==> config.mk <==
export PLATFORM = sky130hd
export DESIGN_NAME = vector_sequencer
export DESIGN_NICKNAME = d
export VERILOG_FILES = /design/src/rtl/vector_sequencer.sv
export SDC_FILE = /design/constraint.sdc
export NUM_CORES = 1
export LEC_CHECK = 0
export ABC_AREA = 0
export BUFFER_PORTS_ARGS = -buffer_cell sky130_fd_sc_hd__buf_4
export CORE_MARGIN = 2
export CORE_UTILIZATION = 61
export CTS_CLUSTER_SIZE = 20
export DETAILED_ROUTE_END_ITERATION = 8
export PLACE_DENSITY = 0.85
export SLEW_MARGIN = 20
export SYNTH_ARGS = -nofsm -noshare
export SYNTH_HDL_FRONTEND = slang
export SYNTH_SLANG_ARGS = --single-unit
==> constraint.sdc <==
create_clock -name clk_i -period 1.8 [get_ports clk_i]
set_input_delay 0 -clock clk_i [delete_from_list [all_inputs] [get_ports clk_i]]
set_output_delay 0 -clock clk_i [all_outputs]
set_load 0.02 [all_outputs]
==> src/rtl/vector_sequencer.sv <==
//------------------------------------------------------------------------------
// vector_sequencer
//
// Stimulus/check engine for a small combinational DUT. A packed vector memory
// holds {inputs, expected} words. On start the engine walks vectors
// 0..num_vec-1. For each vector it drives the inputs onto dut_in_o, holds
// them for SETTLE cycles, then spends one cycle comparing dut_out_i against
// the stored expected value. Pass/fail status is accumulated as it goes.
//
// Ports
//   clk_i           rising-edge clock
//   rst_ni          asynchronous active-low reset. Assertion takes effect
//                   immediately; release is synchronised internally.
//   wr_en_i         vector memory write strobe (honoured only in IDLE/DONE)
//   wr_addr_i       write address. Addresses >= DEPTH are dropped.
//   wr_data_i       packed vector {inputs, expected}; inputs in the MSBs
//   num_vec_i       number of vectors to run, latched on start and clamped
//                   to DEPTH
//   stop_on_fail_i  halt at the first mismatch; latched on start
//   start_i         single-cycle run request (ignored while busy)
//   dut_in_o        registered stimulus to the DUT
//   dut_out_i       DUT response
//   busy_o          high while a run is in progress (APPLY/CHECK)
//   done_o          run finished; held until the next start
//   pass_o          run finished with no mismatches
//   err_count_o     saturating mismatch count
//   vec_idx_o       index of the vector being applied/checked
//   fail_idx_o      index of the first mismatch; valid when err_count_o != 0
//
// Timing: the start edge itself loads vector 0 onto dut_in_o. Each vector
// then occupies SETTLE APPLY cycles plus one CHECK cycle. A run of N vectors
// therefore raises done_o N*(SETTLE+1) cycles after the start edge. A run
// with num_vec == 0 raises done_o on the start edge.
//------------------------------------------------------------------------------
module vector_sequencer #(
    parameter int IN_W   = 3,
    parameter int OUT_W  = 1,
    parameter int DEPTH  = 16,
    parameter int ADDR_W = 4,
    parameter int SETTLE = 1
) (
    input  logic                    clk_i,
    input  logic                    rst_ni,
    input  logic                    wr_en_i,
    input  logic [ADDR_W-1:0]       wr_addr_i,
    input  logic [IN_W+OUT_W-1:0]   wr_data_i,
    input  logic [ADDR_W:0]         num_vec_i,
    input  logic                    stop_on_fail_i,
    input  logic                    start_i,
    output logic [IN_W-1:0]         dut_in_o,
    input  logic [OUT_W-1:0]        dut_out_i,
    output logic                    busy_o,
    output logic                    done_o,
    output logic                    pass_o,
    output logic [ADDR_W:0]         err_count_o,
    output logic [ADDR_W-1:0]       vec_idx_o,
    output logic [ADDR_W-1:0]       fail_idx_o
);

    localparam int               VEC_W       = IN_W + OUT_W;
    localparam logic [ADDR_W:0]  DEPTH_W     = (ADDR_W+1)'(DEPTH);
    localparam logic [ADDR_W:0]  ERR_MAX     = '1;
    localparam logic [ADDR_W:0]  ONE_W       = (ADDR_W+1)'(1);
    localparam logic [ADDR_W-1:0] ONE_A      = ADDR_W'(1);
    // The settle counter runs 0..SETTLE-1 while in APPLY.
    localparam logic [3:0]       SETTLE_LAST = 4'(SETTLE - 1);

    typedef enum logic [1:0] {
        S_IDLE  = 2'd0,
        S_APPLY = 2'd1,
        S_CHECK = 2'd2,
        S_DONE  = 2'd3
    } state_e;

    state_e              state_q, state_d;

    // Internal reset: asserts with rst_ni, releases two clocks later.
    logic                rst_meta_q;
    logic                rst_sync_q;

    // Run configuration latched at start.
    logic [ADDR_W:0]     num_vec_q, num_vec_d;
    logic                stop_q, stop_d;

    // Per-vector state.
    logic [3:0]          cnt_q, cnt_d;
    logic [ADDR_W-1:0]   vec_idx_q, vec_idx_d;
    logic [IN_W-1:0]     dut_in_q;
    logic [OUT_W-1:0]    exp_q;

    // Status.
    logic [ADDR_W:0]     err_q, err_d;
    logic [ADDR_W-1:0]   fail_idx_q, fail_idx_d;
    logic                done_q, done_d;
    logic                pass_q, pass_d;

    // Vector memory (contents deliberately not reset).
    logic [VEC_W-1:0]    mem [DEPTH];

    // Control decoded from the state.
    logic                idle_like;
    logic                start_ok;
    logic                wr_ok;
    logic [ADDR_W:0]     num_clamped;
    logic                run_empty;
    logic                settle_end;
    logic                mismatch;
    logic                last_vec;
    logic                halt;
    logic                busy;
    logic                load_first;
    logic                load_next;
    logic                check_en;
    logic                finish;
    logic                rd_en;
    logic [ADDR_W-1:0]   rd_addr;

    //--------------------------------------------------------------------------
    // Reset synchroniser
    //--------------------------------------------------------------------------
    always_ff @(posedge clk_i or negedge rst_ni) begin
        if (!rst_ni) begin
            rst_meta_q <= 1'b0;
            rst_sync_q <= 1'b0;
        end else begin
            rst_meta_q <= 1'b1;
            rst_sync_q <= rst_meta_q;
        end
    end

    //--------------------------------------------------------------------------
    // Shared decode
    //--------------------------------------------------------------------------
    assign idle_like   = (state_q == S_IDLE) || (state_q == S_DONE);
    assign start_ok    = idle_like && start_i;
    assign wr_ok       = idle_like && wr_en_i && ({1'b0, wr_addr_i} < DEPTH_W);
    assign num_clamped = (num_vec_i > DEPTH_W) ? DEPTH_W : num_vec_i;
    assign run_empty   = (num_clamped == '0);
    assign settle_end  = (cnt_q == SETTLE_LAST);
    // Case inequality so that an undriven or X response counts as a failure
    // in simulation. Synthesis treats it as an ordinary inequality.
    assign mismatch    = (dut_out_i !== exp_q);
    assign last_vec    = ({1'b0, vec_idx_q} == (num_vec_q - ONE_W));
    assign halt        = (mismatch && stop_q) || last_vec;

    //--------------------------------------------------------------------------
    // FSM: state register
    //--------------------------------------------------------------------------
    always_ff @(posedge clk_i or negedge rst_sync_q) begin
        if (!rst_sync_q) begin
            state_q <= S_IDLE;
        end else begin
            state_q <= state_d;
        end
    end

    //--------------------------------------------------------------------------
    // FSM: next-state logic
    //--------------------------------------------------------------------------
    always_comb begin
        state_d = state_q;
        unique case (state_q)
            S_IDLE, S_DONE: begin
                if (start_i) begin
                    state_d = run_empty ? S_DONE : S_APPLY;
                end
            end
            S_APPLY: begin
                if (settle_end) begin
                    state_d = S_CHECK;
                end
            end
            S_CHECK: begin
                state_d = halt ? S_DONE : S_APPLY;
            end
            default: state_d = S_IDLE;
        endcase
    end

    //--------------------------------------------------------------------------
    // FSM: outputs and datapath strobes
    //--------------------------------------------------------------------------
    always_comb begin
        busy       = 1'b0;
        load_first = 1'b0;
        load_next  = 1'b0;
        check_en   = 1'b0;
        finish     = 1'b0;
        unique case (state_q)
            S_IDLE, S_DONE: begin
                load_first = start_i && !run_empty;
                finish     = start_i && run_empty;
            end
            S_APPLY: begin
                busy = 1'b1;
            end
            S_CHECK: begin
                busy      = 1'b1;
                check_en  = 1'b1;
                load_next = !halt;
                finish    = halt;
            end
            default: begin
                busy = 1'b0;
            end
        endcase
    end

    // The vector is fetched on the edge that enters APPLY, so dut_in changes
    // on that same edge and the settle count starts there.
    assign rd_en   = load_first || load_next;
    assign rd_addr = load_first ? '0 : (vec_idx_q + ONE_A);

    //--------------------------------------------------------------------------
    // Datapath next-state
    //--------------------------------------------------------------------------
    always_comb begin
        num_vec_d  = num_vec_q;
        stop_d     = stop_q;
        cnt_d      = cnt_q;
        vec_idx_d  = vec_idx_q;
        err_d      = err_q;
        fail_idx_d = fail_idx_q;
        done_d     = done_q;
        pass_d     = pass_q;

        if (start_ok) begin
            num_vec_d  = num_clamped;
            stop_d     = stop_on_fail_i;
            vec_idx_d  = '0;
            err_d      = '0;
            fail_idx_d = '0;
            done_d     = 1'b0;
            pass_d     = 1'b0;
        end

        if (state_q == S_APPLY) begin
            cnt_d = cnt_q + 4'd1;
        end
        if (rd_en) begin
            cnt_d = '0;
        end

        if (check_en && mismatch) begin
            if (err_q == '0) begin
                fail_idx_d = vec_idx_q;
            end
            if (err_q != ERR_MAX) begin
                err_d = err_q + ONE_W;
            end
        end

        if (load_next) begin
            vec_idx_d = vec_idx_q + ONE_A;
        end

        // pass must reflect the final compare, so it uses err_d.
        if (finish) begin
            done_d = 1'b1;
            pass_d = (err_d == '0);
        end
    end

    //--------------------------------------------------------------------------
    // Datapath registers
    //--------------------------------------------------------------------------
    always_ff @(posedge clk_i or negedge rst_sync_q) begin
        if (!rst_sync_q) begin
            num_vec_q  <= '0;
            stop_q     <= 1'b0;
            cnt_q      <= '0;
            vec_idx_q  <= '0;
            err_q      <= '0;
            fail_idx_q <= '0;
            done_q     <= 1'b0;
            pass_q     <= 1'b0;
        end else begin
            num_vec_q  <= num_vec_d;
            stop_q     <= stop_d;
            cnt_q      <= cnt_d;
            vec_idx_q  <= vec_idx_d;
            err_q      <= err_d;
            fail_idx_q <= fail_idx_d;
            done_q     <= done_d;
            pass_q     <= pass_d;
        end
    end

    //--------------------------------------------------------------------------
    // Vector memory: write port plus registered read into dut_in/expected.
    // A write and a read of the same address on one edge return the old word.
    //--------------------------------------------------------------------------
    always_ff @(posedge clk_i) begin
        if (wr_ok) begin
            mem[wr_addr_i] <= wr_data_i;
        end
    end

    always_ff @(posedge clk_i or negedge rst_sync_q) begin
        if (!rst_sync_q) begin
            dut_in_q <= '0;
            exp_q    <= '0;
        end else if (rd_en) begin
            dut_in_q <= mem[rd_addr][VEC_W-1:OUT_W];
            exp_q    <= mem[rd_addr][OUT_W-1:0];
        end
    end

    //--------------------------------------------------------------------------
    // Outputs
    //--------------------------------------------------------------------------
    assign dut_in_o    = dut_in_q;
    assign busy_o      = busy;
    assign done_o      = done_q;
    assign pass_o      = pass_q;
    assign err_count_o = err_q;
    assign vec_idx_o   = vec_idx_q;
    assign fail_idx_o  = fail_idx_q;

endmodule

* After elaboration in Yosys (flattened, before gate mapping)
Memories as Yosys holds them, arrays and structs flattened. A register that Yosys moved wholly into a read port is not among the register bits.
Index checks and enable logic that the tools add are counted.
** Operators by class
- Multipliers :: 0
- Equal/unequal tests :: 8
- Divide/modulo/power cells :: 0
- Order comparisons :: 1
- Shift-type cells :: 0
- Reductions and logical operators :: 23
- $add $sub $neg :: 4
- Bitwise gates (word level) :: 0
- Mux-type cells :: 27
** Operators with widths (count)
- 2-to-1 mux 4 bit :: 8
- 2-to-1 mux 5 bit :: 4
- zero test 5 bit :: 3
- 2-to-1 mux 1 bit :: 9
- adder 4 x 1 -> 4 bit (second input constant) :: 2
- 2-to-1 mux 2 bit :: 4
- logical AND 1 bit :: 6
- one-hot mux 2 bit (3 select lines) :: 1
- nonzero test 2 bit :: 3
- adder 5 x 1 -> 5 bit (second input constant) :: 1
- == test 4 x 5 -> 1 bit :: 1
- greater-than comparator 5 bit (second input constant) :: 1
- != test 5 bit (second input constant) :: 1
- subtractor 5 x 1 -> 5 bit (second input constant) :: 1
- == test 2 bit (second input constant) :: 2
- zero test 4 bit :: 1
- != test 2 bit (second input constant) :: 2
- OR reduction 2 bit :: 2
- zero test 1 bit :: 3
- logical OR 1 bit :: 3
- == test 2 x 1 -> 1 bit (second input constant) :: 1
- zero test 2 bit :: 1
- one-hot mux 1 bit (2 select lines) :: 1
- AND reduction 2 bit :: 1
- case inequality test 1 bit :: 1
** Storage, ports and cells
- Memories kept :: 1
- ROM bits :: 0
- Bits in registers :: 29
- RAM bits :: 64
- Bits in latches :: 0
- Output and inout bits :: 19
- Input bits :: 19
- Logic and storage cells :: 75
** Memory list
- mem :: words 16, width 4, read ports 1, clocked after Yosys merged registers in 1, wr ports 1, line 98 : logic [VEC_W-1:0] mem [DEPTH];

* Longest topological paths before layout
- Depth in word-level cells :: 8
- Depth in mapped cells :: 11
- Mapped depth without buffers :: 8

* Worst setup path after synthesis
Ideal clock, no wire load.
- Path kind :: flip-flop to flip-flop
- Start :: register vec_idx_q[1] (netlist: vec_idx_o[1])
- End :: register dut_in_q[2] (netlist: dut_in_o[2]) (read register of mem)
- Library setup time :: 0.128 ns
- Stages on the path, launching flop included :: 8
- Data required time :: 1.672 ns
- Data arrival time :: 2.111 ns
- Clock period less this slack :: 2.238 ns
- Path slack :: -0.438 ns
- Path buffers :: 1
- Path through :: dfrtp_1 -> ha_1 -> buf_2 -> mux4_2 -> nand2b_1 -> a41oi_1 -> o41ai_1 -> mux2_1
** On the way
- Cells in the longest elaborated chain, start to end :: 5
- Elaborated cells between the ends (all ways) :: 7
- Classes of those cells :: add/sub (1); eq/ne (1); mux (2); reduce/logical (3)
** Ends and longest elaborated chain
- from (decl) :: line 87 : logic [ADDR_W-1:0] vec_idx_q, vec_idx_d;
- from (signal assigned) :: line 281 : vec_idx_q <= vec_idx_d;
- branches (longest 5 deep; another with adder 4 x 1 -> 4 bit)
- to (decl) :: line 88 : logic [IN_W-1:0] dut_in_q;
Several ways; the timed one is not identified.
A chain may end at the register's enable or synchronous reset.

* Worst setup path after layout
- Start :: register vec_idx_q[0] (netlist: vec_idx_o[0])
- End :: register dut_in_q[2] (netlist: dut_in_o[2]) (read register of mem)
Same word-level chain as after synthesis.

==> impl_metrics.tcl <==
set metrics [dict create \
    synthArstFlopShare_pct 34.02 \
    synth_xor_area_share_pct 2.513 \
    n_antenna_cell 0 \
    io_pins 38 \
    cp_max_fo 6 \
    synth_compound_area_share_pct 10.19 \
    dp_hpwl_um 6987 \
    grt_remaining_overflow 0 \
    slew_viol_final 0 \
    first_global_vias 3425 \
    r2r_slack_ns -0.25 \
    path_clk_slew_ns 0.10 \
    drive_gt1_share_pct 44.18 \
    period_share_pct 114.0 \
    synth_top_family_by_area "simple AND/OR/NAND/NOR gates" \
    status "finished, violations left" \
    start_util_pct 62.44 \
    routabilityCongestion 0.8929 \
    drc 0 \
    rows 31 \
    netlist_instances 343 \
    synth_top_area_cell "edfxtp_1" \
    r2r-end "dut_in_o[2]" \
    setup_viol 23 \
    critPathMaxStageDelay_ns 0.44 \
    syn_area_mm2 0.004481 \
    clock-root-buffer "clkbuf_8" \
    ys_ff_latch 97 \
    crit_required_ns 2.05 \
    fp.dieW_um 89.71 \
    synth_fa_ha_area_share_pct 2.793 \
    p_comb_share_pct 51.1 \
    fin_ws_ns -0.2525 \
    synth_cell_types 63 \
    syn_avg_cell_area_um2 13.06 \
    antenna_found_initial 0 \
    first_pass_iters 5 \
    area_delta_synth_final_pct 34.79 \
    whs_endpoint "state_q[0]" \
    path_class "reg2reg" \
    final_hold_viol_count 0 \
    path_delay_family "multiplexers" \
    hold_start "start_i" \
    yosys_warnings 0 \
    cp_cell_sequence "ha_4 > xor2_4 > mux4_2 > mux2_4 > nand2_2 > o41ai_2 > mux2_4" \
    r2r-start "vec_idx_o[0]" \
    p_per_area_mw_per_mm2 1425 \
    muxShareOfSynthArea_pct 8.629 \
    grt_start_max_net_pins 32 \
    violations "negative setup slack" \
    clkLatencyLatePin_ns 0.36 \
    design.die.area_mm2 0.008047 \
    first_iter_violations 286 \
    rsz0062_at_grt "yes" \
    tritoncts "built" \
    ir_drop_uv 714.9 \
    ant_nets 0 \
    worstPathArrival_ns 2.30 \
    synth-simple-area-share_pct 11.64 \
    internal_power_mw 5.340 \
    core_area_mm2 0.007176 \
    p_sw_share_pct 37.96 \
    p_leak_nw 2.355 \
    grt_pass1_wl_um 16830 \
    synth_enable_flop_cells 64 \
    clockPowerShare_pct 15.5 \
    utilization_pct 84.17 \
    slowest_stage "dfrtp_2" \
    r2r_cells 7 \
    power_frac_seq_pct 33.4 \
    period_needed_ns 2.053 \
    hp-class "in2reg" \
    ys.flop_type "edfxtp_1" \
    maxCapViolCount 0 \
    cp-start-kind "register" \
    fin_worst_skew_ns 0.006833 \
    wl_per_cell_um 19.35 \
    cts_buffer_depth 2 \
    die_y_um 89.71 \
    clkSinkCount 97 \
    yosysSeqAreaShare_pct 61.32 \
    cts_max_level 3 \
    numCtsBuffers 9 \
    vias 3319 \
    critPathCaptureType "register" \
    switchingPower_mw 3.268 \
    numPortBuffers 37 \
    min_delay_path_depth 3 \
    synth_top_area_share_pct 42.89 \
    crit_buf_inv 0 \
    drt-vias-per-instance 5.895 \
    nets 488 \
    path_common_cell "mux2_4" \
    finalSetupTns_ns -2.389 \
    fmax_ghz 0.4872 \
    track_usage_pct 26.55 \
    syn-num-nets 372 \
    synthTopCellsByArea "edfxtp_1, dfrtp_1, mux4_2" \
    dp_slack_ns -0.3189 \
    routed_wl_um 10900 \
]
-- area by class of cell --
class / instances / area (um^2)
clock buffer: 9 / 123.9
clock inverter: 7 / 60.06
fill: 354 / 1136
inverter: 14 / 52.55
multi-input combinational: 218 / 1942
sequential: 97 / 2754
tap: 99 / 123.9
timing repair buffer: 119 / 983.4
-- cell families after synthesis --
group	Yosys count
other cells	1
fa+ha+maj	10
mux	26
xor+xnor	12
buf+inv	28
flops	97
compound gates	63
simple gates	106
-- worst max path at each step --
stage / start / to / slack [ns] / depth (start not counted)
6_report: vec_idx_o[0] / dut_in_o[2] / -0.25 / 7
5_1_grt: vec_idx_o[1] / dut_in_o[2] / -0.32 / 7
4_1_cts: vec_idx_o[0] / dut_in_o[2] / -0.22 / 7
3_5_place_dp: state_q[1] / dut_in_o[2] / -0.32 / 7
3_3_place_gp: state_q[1] / dut_in_o[2] / -0.27 / 7
2_1_floorplan: vec_idx_o[1] / dut_in_o[2] / -0.30 / 7
-- power by group through the flow --
stage               logic (mW)  registers, mW  clock network, mW
floorplan                 2.29           3.01                  0
global placement          3.55           2.89                  0
detailed placement        3.69           2.91                  0
CTS                       4.03           2.86               1.34
global route              4.70           2.90               1.44
finish                    4.40           2.88               1.34
-- synthesized netlist by cell type (4+ instances only) --
cell      instances
inv_1            14
mux2_2            5
nor2_1           33
mux2i_1           9
buf_2             8
o21ai_0          19
edfxtp_1         64
mux4_2            9
nand2_1          24
nand3_1          10
a21oi_1           5
xor2_1            4
nor3_1           11
nand2b_1          7
dfrtp_1          33
xnor2_1           7
ha_1             10
-- per-layer routing --
metal | global-route usage, % | part of all wire (%) | vias to the layer above
met3 | 4.946 | 5.7 | 41
met5 | 0 | 0 | -
met4 | 10.77 | 3.1 | 0
li1 | - | - | 1505
met2 | 46.15 | 52 | 142
met1 | 33.06 | 40 | 1631
-- sequential cells by signal, indices dropped and copies added, names as in the netlist --
name         count
rst_meta_q       1
mem             64
vec_idx_o        4
fail_idx_o       4
done_o           1
pass_o           1
rst_sync_q       1
num_vec_q        5
dut_in_o         3
cnt_q            4
exp_q            1
stop_q           1
err_count_o      5
state_q          2
-- what timing repair did --
action / CTS / global route
setup endpoints to repair: 52 / 52
buffers inserted: 3 / 3
hold buffers: 12 / 0
resized for setup: 29 / 45
endpoints found under the hold margin: 72 / 0
pin swaps: 7 / 13
-- worst register-to-register path, cell delays in order, from the launching register on --
cell and delay, ns:
dfrtp_2 0.44, ha_4 0.18, xor2_4 0.26, mux4_2 0.36
mux2_4 0.30, nand2_2 0.08, o41ai_2 0.05, mux2_4 0.27
-- per-stage QoR --
stage               cells  area (um^2)  total power [mW]  hold slack, ns
floorplan             343         4616             5.303         -0.2956
global placement      529         5383             6.440         -0.2172
global route          563         6040             9.046          0.1201
CTS                   560         5838             8.234          0.1189
finish                563         6040             8.608          0.1141
detailed placement    529         5383             6.600         -0.2157
-- cells in the final DEF (no fill, tap or decap), types with 4 or more instances in the layout --
master / n
o21ai_0: 16
mux2_4: 4
xnor2_1: 6
buf_6: 16
xor2_1: 4
edfxtp_1: 64
nor2_2: 6
nand2_1: 16
dfrtp_2: 5
clkbuf_8: 9
ha_1: 5
mux2i_1: 7
nor2_4: 6
mux2_2: 4
mux4_2: 9
nor2_1: 22
nand3_1: 10
buf_4: 91
ha_4: 5
nand2_4: 5
inv_1: 12
dlygate4sd3_1: 12
nor3_1: 7
dfrtp_1: 28
nand2b_1: 6
No activity file was read; power rests on OpenSTA's default activity.
